==> config.mk <==
export PLATFORM = sky130hd
export DESIGN_NAME = uart_rx_fifo
export DESIGN_NICKNAME = d
export VERILOG_FILES = /design/src/rtl/uart_rx_fifo.sv
export SDC_FILE = /design/constraint.sdc
export NUM_CORES = 1
export LEC_CHECK = 0
export CAP_MARGIN = 5
export CORE_MARGIN = 2
export CORE_UTILIZATION = 40
export CTS_BUF_LIST = sky130_fd_sc_hd__clkbuf_8
export DETAILED_ROUTE_END_ITERATION = 12
export PLACE_DENSITY = 0.58
export SLEW_MARGIN = 20
export SYNTH_ARGS = -nofsm -noshare
export SYNTH_HDL_FRONTEND = slang
export SYNTH_SLANG_ARGS = --single-unit
==> constraint.sdc <==
create_clock -name clk -period 3.4 [get_ports clk]
set_clock_uncertainty 0.05 [all_clocks]
set_input_delay 0.34 -clock clk [delete_from_list [all_inputs] [get_ports clk]]
set_output_delay 0.34 -clock clk [all_outputs]
set_load 0.05 [all_outputs]
==> src/rtl/uart_rx_fifo.sv <==
// uart_rx_fifo: receive-side buffer between the buart receiver and the j1 IO read mux.
// Optional rts_n flow control is built when UART_RXFIFO_RTS_EN is defined.
module uart_rx_fifo #(
  parameter int ADDR = 4,
  parameter int HWM  = 12
) (
  input  logic          clk,
  input  logic          resetq,
  input  logic          uart_valid,
  input  logic [7:0]    uart_data,
  output logic          uart_rd,
  input  logic          cpu_rd,
  output logic [15:0]   rx_dout,
  output logic [ADDR:0] count,
  output logic          empty,
  output logic          full,
  output logic          rts_n
);

  localparam logic [0:0]    S_IDLE   = 1'b0;
  localparam logic [0:0]    S_ACK    = 1'b1;
  localparam logic [ADDR:0] FULL_LVL = {1'b1, {ADDR{1'b0}}};

  logic [7:0]      mem [0:(1<<ADDR)-1];
  logic [0:0]      state_q, state_d;
  logic [ADDR-1:0] wptr_q, wptr_d;
  logic [ADDR-1:0] rptr_q, rptr_d;
  logic [ADDR:0]   count_q, count_d;
  logic            uart_rd_q, uart_rd_d;
  logic            push, pop;

  // Outputs depend only on registered state, never on cpu_rd or uart_valid.
  assign empty   = (count_q == '0);
  assign full    = (count_q == FULL_LVL);
  assign count   = count_q;
  assign uart_rd = uart_rd_q;
  assign rx_dout = empty ? 16'h0000 : {8'h01, mem[rptr_q]};
  assign pop     = cpu_rd && !empty;

  always_comb begin
    // NOTE: defaults first, so no branch of this block can infer a latch.
    state_d   = state_q;
    uart_rd_d = 1'b0;
    push      = 1'b0;
    case (state_q)
      S_IDLE: begin
        if (uart_valid && !full) begin
          push      = 1'b1;
          uart_rd_d = 1'b1;
          state_d   = S_ACK;
        end
      end
      S_ACK: begin
        // Wait for buart to drop valid so each byte is written exactly once.
        if (!uart_valid) state_d = S_IDLE;
      end
      default: state_d = S_IDLE;
    endcase
  end

  always_comb begin
    wptr_d  = push ? wptr_q + 1'b1 : wptr_q;
    rptr_d  = pop  ? rptr_q + 1'b1 : rptr_q;
    count_d = count_q;
    case ({push, pop})
      2'b10:   count_d = count_q + 1'b1;
      2'b01:   count_d = count_q - 1'b1;
      default: count_d = count_q;
    endcase
  end

  always_ff @(posedge clk or negedge resetq) begin
    // NOTE: sequential state uses non-blocking assignments so every flop samples pre-edge values.
    if (!resetq) begin
      state_q   <= S_IDLE;
      wptr_q    <= '0;
      rptr_q    <= '0;
      count_q   <= '0;
      uart_rd_q <= 1'b0;
    end else begin
      state_q   <= state_d;
      wptr_q    <= wptr_d;
      rptr_q    <= rptr_d;
      count_q   <= count_d;
      uart_rd_q <= uart_rd_d;
    end
  end

  // NOTE: storage is deliberately not reset; count/empty gate every read of stale data.
  always_ff @(posedge clk) begin
    if (push) mem[wptr_q] <= uart_data;
  end

`ifdef UART_RXFIFO_RTS_EN
  localparam logic [ADDR:0] HWM_LVL = HWM[ADDR:0];

  logic rts_q, rts_d;

  // Follows the registered fill level, so it lags count by one cycle.
  always_comb begin
    rts_d = (count_q >= HWM_LVL);
  end

  always_ff @(posedge clk or negedge resetq) begin
    if (!resetq) rts_q <= 1'b0;
    else         rts_q <= rts_d;
  end

  assign rts_n = rts_q;
`else
  assign rts_n = 1'b0;
`endif

endmodule

==> results_dict.tcl, run 1 <==
set metrics [dict create \
    numClockSinks 143 \
    setup_viol 0 \
    ios 37 \
    grt_use_total_pct 15.7 \
    dieArea_sq_um 16200 \
    routed_via_density 5.29 \
    yosys_warnings 0 \
    port_buffers 28 \
    start_kind "flip-flop" \
    drt-initial-drc-count 282 \
    antenna_left 0 \
    clk_root_buffer_cell "clkbuf_8" \
    fin_setup_tns_ns 0 \
    n_antenna_cell 0 \
    slowest_delay_ns 0.47 \
    cts_tree "built" \
    cp_cell_sequence "nor4_1 -> nand2_1 -> nand2b_2 -> ha_1 -> xor2_1 -> ha_1 -> nor2b_1 -> o21ai_0 -> a221o_1 -> nor3_1" \
    cts_buffers 17 \
    gp_congestion 0.776 \
    required_ns 3.69 \
    slowest_stage "dfrtp_1" \
    drc 0 \
    die_width_um 127 \
    r2r-start "count[2]" \
    overflow 0 \
    async_flop_share_pct 10.5 \
    ctsResizeCount 0 \
    num_rows 45 \
    synth_cells 320 \
    drv_slew 0 \
    hold_path_class "in -> async" \
    cts_htree_levels 4 \
    nFillCells 1299 \
    avgRoutedWirePerCell_um 21.3 \
    synth_top_area_cell "edfxtp_1" \
    crit_start "count[2]" \
    synth_seq_cells 143 \
    netlist_area_sq_um 6060 \
    synth-edff-count 128 \
    vias 2971 \
    synth_common_cells "edfxtp_1, mux4_2, dfrtp_1, buf_4" \
    period_needed_ns 3.03 \
    core_area_sq_um 15000 \
    worst-setup-path-type "reg -> reg" \
    postCtsHoldBufs 0 \
    vdd_drop_max_mv 0.609 \
    grt_max_degree 28 \
    p_total_w 0.00559 \
    drive_gt1_share_pct 22.5 \
    fin_nets 382 \
    cp_data_arrival_time_ns 3.32 \
    firstDrtPassIters 4 \
    max_slew_margin_pct 49.6 \
    stdcell_count 562 \
    postCtsSetupRepairBufs 0 \
    area_growth_pct 12.7 \
    grt_pass1_wl_um 18200 \
    power_per_cell_area_nw_per_um2 819 \
    tightest_slew_ns 0.756 \
    endpoint_kind "flip-flop" \
    hpwl_um 7360 \
    clk_pin_slew_ns 0.07 \
    p_leak_nw 2.35 \
    syn_area_per_cell_sq_um 18.9 \
    critPathMostFrequentCell "ha_1" \
    die_y_um 127 \
    hold_violations 0 \
    netlist-cell-type-count 43 \
    crit_fanout 11 \
    yosysTopAreaCellShare_pct 63.4 \
    synth_flop_cell "edfxtp_1" \
    antenna_found_initial 0 \
    reg2reg_depth 10 \
    worstSkewPairLatency_ns 0.43 \
    fmax_mhz 330 \
    status "complete, no violations" \
    yosysMostFrequentCell "edfxtp_1" \
    ys_seq_area_share_pct 69.6 \
    start_util_pct 40.3 \
    grt_pass1_vias 3061 \
    cts_max_path_buffers 2 \
    post-route-period-util_pct 89.0 \
    wl_um 12000 \
    grt_setup_unrepaired "false" \
    synthTopCellsByArea "edfxtp_1, mux4_2, dfrtp_1, mux4_1, ha_1" \
    dp_cells 530 \
    hold-worst-slack_ns 0.284 \
    cap_viol_max_count 0 \
]
==> where the power goes <==
group,switching (W),internal (W)
clock,0.000589,0.000571
sequential,0.000186,0.00208
combinational,0.00127,0.000902
total,0.00204,0.00355
==> layout make-up <==
cell class / count / area, sq um / area share [%]
Tap cell: 188 / 235 / 3.44
Clock inverter: 14 / 88.8 / 1.30
Timing Repair Buffer: 41 / 358 / 5.24
Clock buffer: 18 / 248 / 3.63
Sequential cell: 143 / 4220 / 61.7
Multi-Input combinational cell: 151 / 1660 / 24.3
Inverter: 7 / 26.3 / 0.385
==> per-layer routing <==
layer / GRT usage [%] / vias to the layer above / routed length, um
met5: 0 / - / 0
met4: 5.88 / 0 / 164
met3: 4.52 / 11 / 488
met2: 25.1 / 73 / 5710
met1: 20.7 / 1537 / 5600
li1: - / 1350 / -
==> state kept, by name (all words and copies together) (netlist names) <==
name / flops
state_q: 1
uart_rd: 1
rptr_q: 4
wptr_q: 4
mem: 128
count: 5
==> worst max-delay path: cells and delay by family, from the launching register on <==
kind	cells	cell delay, ns
AO/OA/AOI/OAI	2	0.46
adder cells (fa/ha/maj)	2	0.64
AND/OR/NAND/NOR	5	1.12
XOR/XNOR	1	0.19
flip-flops	1	0.47
==> logic make-up (layout without fill, tap and decap cells) <==
family | after synthesis | after routing | synth area share, %
AND/OR/NAND/NOR | 46 | 46 | 4.85
AO/OA/AOI/OAI | 28 | 28 | 2.60
flip-flops | 143 | 143 | 69.6
adder cells (fa/ha/maj) | 9 | 9 | 1.86
buffers and inverters | 33 | 80 | 3.92
XOR/XNOR | 10 | 10 | 1.44
multiplexers | 50 | 50 | 15.7
other | 1 | 8 | 0.0618
==> worst paths after layout <==
path | slack (ns) | to
worst max-delay path | 0.37 | count[4]
min in group clk | 0.42 | rptr_q[3]
worst min register to register | 0.42 | rptr_q[3]
worst max register to register | 0.37 | count[4]
max in group asynchronous | 2.56 | rptr_q[3]
worst min-delay path | 0.28 | count[4]
==> metrics by stage <==
stage / instance area [sq um] / setup slack (ns) / util (%)
global route: 6830 / 0.125 / 45.5
CTS: 6830 / 0.371 / 45.5
floorplan: 6090 / 0.378 / -
global placement: 6500 / 0.538 / 43.2
detailed placement: 6500 / 0.427 / 43.2
finish: 6830 / 0.373 / 45.5
==> layout by cell type (no fill, tap or decap), drive strengths merged, types with 9 or more instances in the layout <==
cell / count
o21ai: 12
a21oi: 10
clkdlybuf4s50: 20
inv: 14
buf: 21
xnor2: 9
ha: 9
dfrtp: 15
mux2: 10
mux4: 32
edfxtp: 128
clkbuf: 18
(Power assumes the default switching activity.)
==> run 2, diff against run 1 <==
--- a/config.mk
+++ b/config.mk
@@ -5,8 +5,8 @@
 export SDC_FILE = /design/constraint.sdc
 export NUM_CORES = 1
 export LEC_CHECK = 0
+export ABC_AREA = 1
 export CAP_MARGIN = 5
-export CORE_MARGIN = 2
 export CORE_UTILIZATION = 40
 export CTS_BUF_LIST = sky130_fd_sc_hd__clkbuf_8
 export DETAILED_ROUTE_END_ITERATION = 12
==> run 2 against run 1 <==
  * Count of clock-buffer cells in the layout shrank 1
  * Combinational power grew 35%
  * Area after synthesis increased by 2.4%
==> results_dict.tcl, run 2 <==
set metrics [dict create \
    status "complete, no violations" \
    clk_root_buffer_cell "clkbuf_8" \
    routed_via_density 5.02 \
    synth_seq_cells 143 \
    ctsResizeCount 0 \
    crit_fanout 53 \
    synth_top_area_cell "edfxtp_1" \
    p_leak_nw 2.71 \
    overflow 0 \
    cts_max_path_buffers 2 \
    synth_cells 561 \
    hold_path_class "in -> async" \
    vdd_drop_max_mv 0.664 \
    cts_tree "built" \
    worst_slack_ns 0.412 \
    stdcell_count 792 \
    dp_cells 760 \
    r2r-start "count[0]" \
    synthTopCellsByArea "edfxtp_1, nand2_1, nand3_1, dfrtp_1, ha_1" \
    dp_slack_ns 0.740 \
    setup_viol 0 \
    netlist_area_sq_um 6210 \
    cts_buffers 17 \
    synth_common_cells "nand2_1, edfxtp_1, nand3_1, nor2_1, dfrtp_1" \
    multiInputGateArea_sq_um 1690 \
    num_rows 45 \
    vias 3974 \
    grt_pass1_vias 3899 \
    max_slew_margin_pct 38.7 \
    dieArea_sq_um 16000 \
    synth-edff-count 128 \
    top_register "mem" \
    required_ns 3.01 \
    tightest_slew_ns 0.916 \
    avgRoutedWirePerCell_um 17.3 \
    pwr-share-seq_pct 35.4 \
    gp_congestion 0.772 \
    clkPwrFrac_pct 19.6 \
    hold-worst-slack_ns 0.331 \
    drt-initial-drc-count 283 \
    synth_top_family_by_area "simple AND/OR/NAND/NOR gates" \
    port_buffers 28 \
    period_needed_ns 2.99 \
    cap_viol_max_count 0 \
    antenna_left 0 \
    die_width_um 127 \
    intPower_w 0.00383 \
    synth_compound_area_share_pct 1.45 \
    yosys_warnings 0 \
    cts_htree_levels 4 \
    ys_seq_area_share_pct 67.9 \
    grt_max_degree 54 \
    firstDrtPassIters 4 \
    drive_gt1_share_pct 9.60 \
    area_growth_pct 13.6 \
    reg2reg_depth 14 \
    syn_area_per_cell_sq_um 11.1 \
    clk_pin_slew_ns 0.07 \
    antenna_found_initial 0 \
    cp_cell_sequence "buf_4 -> nand2_1 -> nand3_1 -> nand3_1 -> nand2_1 -> nand2_1 -> a21oi_1 -> buf_12" \
    final_cell_mix "nand2_1, edfxtp_1, nand3_1" \
    grt_pass1_wl_um 21600 \
    switching_power_w 0.00271 \
    p_total_w 0.00654 \
    drc 0 \
    synth_mux_area_share_pct 0 \
    final_common_cell "nand2_1" \
    critPathCapture "rx_dout[5]" \
    worst-setup-path-type "reg -> out" \
    fin_nets 612 \
    fmax_mhz 335 \
    regArea_sq_um 4220 \
    slowest_delay_ns 0.54 \
    yosysTopAreaCellShare_pct 61.9 \
    n_antenna_cell 0 \
    grt_use_total_pct 18.4 \
    ios 37 \
    async_flop_share_pct 10.5 \
    slowest_stage "buf_4" \
    yosys.area_share.simple_pct 22.2 \
    grt_setup_unrepaired "false" \
    yosysMostFrequentCell "nand2_1" \
    nFillCells 1381 \
    power_per_cell_area_nw_per_um2 927 \
    die_y_um 127 \
    wl_um 13700 \
    synth_adder_area_share_pct 1.81 \
    hold_violations 0 \
    synth_flop_cell "edfxtp_1" \
    postCtsHoldBufs 0 \
    combPwrFrac_pct 45.0 \
    swShare_pct 41.4 \
    core_area_sq_um 15200 \
    fin_setup_tns_ns 0 \
    drv_slew 0 \
    netlist-cell-type-count 26 \
    endpoint_kind "output port" \
    crit_start "rptr_q[0]" \
    start_util_pct 40.9 \
    postCtsSetupRepairBufs 0 \
    critPathMostFrequentCell "nand2_1" \
    numClockSinks 143 \
    synth_xor_area_share_pct 1.27 \
    timing.rr.end "count[4]" \
    ff2ff_setup_slack_ns 0.73 \
    post-route-period-util_pct 87.9 \
    cp_data_arrival_time_ns 2.60 \
    hpwl_um 8550 \
    worstSkewPairLatency_ns 0.43 \
    largest_reg_flops 128 \
    start_kind "flip-flop" \
]
## run 2: changes by cell type after synthesis, moves of 10 or more
cell     delta
nand2_1   +184
nor2_1     +15
mux2_2     -10
mux4_2     -22
nand3_1   +105
mux4_1     -10
## run 2: worst min path at each step
stage | cells after the start | slack [ns] | end | start
floorplan | 0 | -0.006 | count[0] | resetq
global placement | 2 | 0.43 | state_q | state_q
detailed placement | 2 | 0.42 | state_q | state_q
CTS | 1 | 0.32 | count[0] | resetq
global route | 1 | 0.37 | count[0] | resetq
finish | 1 | 0.33 | rptr_q[3] | resetq
## run 2: power by group through the flow
stage | Clock [W] | Sequential [W] | Combinational [W]
after floorplan | 0 | 0.00234 | 0.00195
after CTS | 0.00131 | 0.00231 | 0.00296
after global placement | 0 | 0.00234 | 0.00290
after detailed placement | 0 | 0.00235 | 0.00294
after global routing | 0.00138 | 0.00234 | 0.00321
final | 0.00128 | 0.00231 | 0.00294
## run 2: cell families after synthesis
kind of cell    count (synthesis)
buf+inv                        56
other cells                     1
xor+xnor                        9
simple gates                  326
flops                         143
compound gates                 17
fa+ha+maj                       9
## run 2: routing by layer
metal / global-route usage (%) / wire length (um) / vias up
li1: - / - / 1958
met1: 25.2 / 6240 / 1885
met2: 28.6 / 6480 / 121
met3: 4.43 / 913 / 10
met4: 6.80 / 102 / 0
met5: 0 / 0 / -
## run 2: layout make-up
type	instances	share of cell area, %
clock buffer	17	3.32
clock inverter	15	1.97
inverter	21	1.12
multi-input combinational	369	24.0
sequential	143	59.8
tap	188	3.33
timing repair buffer	39	6.46
## run 2: critical path, delay by kind of cell, from the launching register on
kind	cells	cell delay, ns
AO/OA/AOI/OAI	1	0.29
buffers and inverters	2	0.73
flip-flops	1	0.53
AND/OR/NAND/NOR	5	0.58
## run 2: stage by stage
step	cell area [sq um]	utilization, %
global placement	6680	44.0
detailed placement	6680	44.0
finish	7060	46.4
CTS	7060	46.4
floorplan	6240	-
global route	7060	46.4
==> run 3, diff against run 2 <==
--- a/config.mk
+++ b/config.mk
@@ -7,6 +7,7 @@
 export LEC_CHECK = 0
 export ABC_AREA = 1
 export CAP_MARGIN = 5
+export CORE_MARGIN = 4
 export CORE_UTILIZATION = 40
 export CTS_BUF_LIST = sky130_fd_sc_hd__clkbuf_8
 export DETAILED_ROUTE_END_ITERATION = 12
==> run 3 against run 2 <==
  * Via count up 3.2%
  * Fmax fell by 4.0%
  * Power shrank 1.3%
  * Sequential power hardly changed
  * Global-route usage fell by 1.8 points
  * First-iteration DRC count up 64%
  * Worst hold slack worse by 0.027 ns
  * Highest routed layer unchanged
  * Wire length rose by 3.0%
  * Clock power shrank 6%
  * Sequential share of layout area up 0.20 points
==> results_dict.tcl, run 3 (synthesized netlist as in run 2, its figures left out) <==
set metrics [dict create \
    crit_fanout 33 \
    core_area_sq_um 15200 \
    antenna_left 0 \
    vias 4102 \
    antenna_found_initial 0 \
    area_growth_pct 13.2 \
    drc 0 \
    overflow 0 \
    final_cell_mix "nand2_1, edfxtp_1, nand3_1" \
    cts_buffers 17 \
    grt_setup_unrepaired "false" \
    drive_gt1_share_pct 9.95 \
    vdd_drop_max_mv 0.641 \
    largest_reg_flops 128 \
    ios 37 \
    required_ns 3.01 \
    period_needed_ns 3.11 \
    ff2ff_setup_slack_ns 0.74 \
    reg2reg_depth 15 \
    numClockSinks 143 \
    tightest_slew_ns 0.892 \
    port_buffers 28 \
    r2r-start "count[3]" \
    die_y_um 133 \
    hold_violations 0 \
    firstDrtPassIters 5 \
    setup_viol 0 \
    routed_via_density 5.19 \
    post-route-period-util_pct 91.6 \
    gp_congestion 0.808 \
    grt_use_total_pct 16.6 \
    wl_um 14100 \
    timing.rr.end "count[4]" \
    postCtsHoldBufs 0 \
    drv_slew 0 \
    clk_pin_slew_ns 0.07 \
    clk_root_buffer_cell "clkbuf_8" \
    postCtsSetupRepairBufs 0 \
    ctsResizeCount 0 \
    fin_setup_tns_ns 0 \
    fin_nets 613 \
    cts_htree_levels 4 \
    cts_tree "built" \
    cts_max_path_buffers 2 \
    drt-initial-drc-count 464 \
    worst-setup-path-type "reg -> out" \
    grt_pass1_wl_um 22200 \
    power_per_cell_area_nw_per_um2 918 \
    start_kind "flip-flop" \
    grt_max_degree 67 \
    cap_viol_max_count 0 \
    nFillCells 1408 \
    dp_cells 761 \
    hold_path_class "in -> async" \
    final_common_cell "nand2_1" \
    avgRoutedWirePerCell_um 17.9 \
    endpoint_kind "output port" \
    worst_slack_ns 0.286 \
    top_register "mem" \
    grt_pass1_vias 3904 \
    n_antenna_cell 0 \
    stdcell_count 791 \
    dp_slack_ns 0.755 \
    dieArea_sq_um 17600 \
    die_width_um 133 \
    p_total_w 0.00645 \
    utilization_pct 46.3 \
    p_leak_nw 2.69 \
    status "complete, no violations" \
    hpwl_um 9080 \
    start_util_pct 40.9 \
    num_rows 45 \
    cp_data_arrival_time_ns 2.72 \
    max_slew_margin_pct 40.3 \
    worstSkewPairLatency_ns 0.44 \
    fmax_mhz 321 \
]
-- run 3: cell count changes in the layout (fill, tap and decap cells not counted) --
cell,delta
buf_4,+1
bufinv_16,-1
clkinv_1,+1
clkinv_2,+2
inv_1,-4
-- run 3: worst max path at each step --
stage	from	to	slack, ns	depth (start not counted)
3_5_place_dp	uart_valid	count[4]	0.75	13
3_3_place_gp	rptr_q[1]	rx_dout[1]	0.80	7
4_1_cts	rptr_q[1]	rx_dout[3]	0.31	7
6_report	rptr_q[1]	rx_dout[3]	0.29	7
2_1_floorplan	count[3]	count[4]	0.46	14
5_1_grt	rptr_q[1]	rx_dout[3]	0.11	7
-- run 3: worst max-delay path: stages (launching register included) --
cell and delay [ns]:
dfrtp_1 0.80, inv_2 0.47, nand3_1 0.20, nand3_1 0.12, nand2_1 0.11, nand2_1 0.05
a21oi_1 0.34, buf_12 0.19
-- run 3: area by class of cell --
cell class	count	area [sq um]	area share, %
Inverter	21	78.8	1.12
Tap cell	188	235	3.35
Clock inverter	13	108	1.53
Timing Repair Buffer	40	463	6.58
Clock buffer	17	234	3.33
Sequential cell	143	4220	60.0
Multi-Input combinational cell	369	1690	24.1
-- run 3: where the power goes --
part / total [W] / leakage [nW] / switching (W) / internal, W
Combinational: 0.00295 / 1.17 / 0.00192 / 0.00103
Clock: 0.00120 / 0.187 / 0.000582 / 0.000619
Sequential: 0.00230 / 1.33 / 0.000201 / 0.00210
-- run 3: routing by layer --
metal  global-route usage [%]  vias up  wire length, um
li1                         -     1956                -
met1                     23.9     2011             6570
met2                     24.9      118             6470
met3                     4.18       17              890
met4                     5.43        0              208
met5                        0        -                0
-- run 3: per-stage QoR --
| stage | cell area, sq um | hold WS (ns) |
|---|---|---|
| global route | 7030 | 0.334 |
| global placement | 6690 | 0.417 |
| detailed placement | 6690 | 0.424 |
| floorplan | 6240 | -0.00559 |
| finish | 7030 | 0.304 |
| CTS | 7030 | 0.306 |
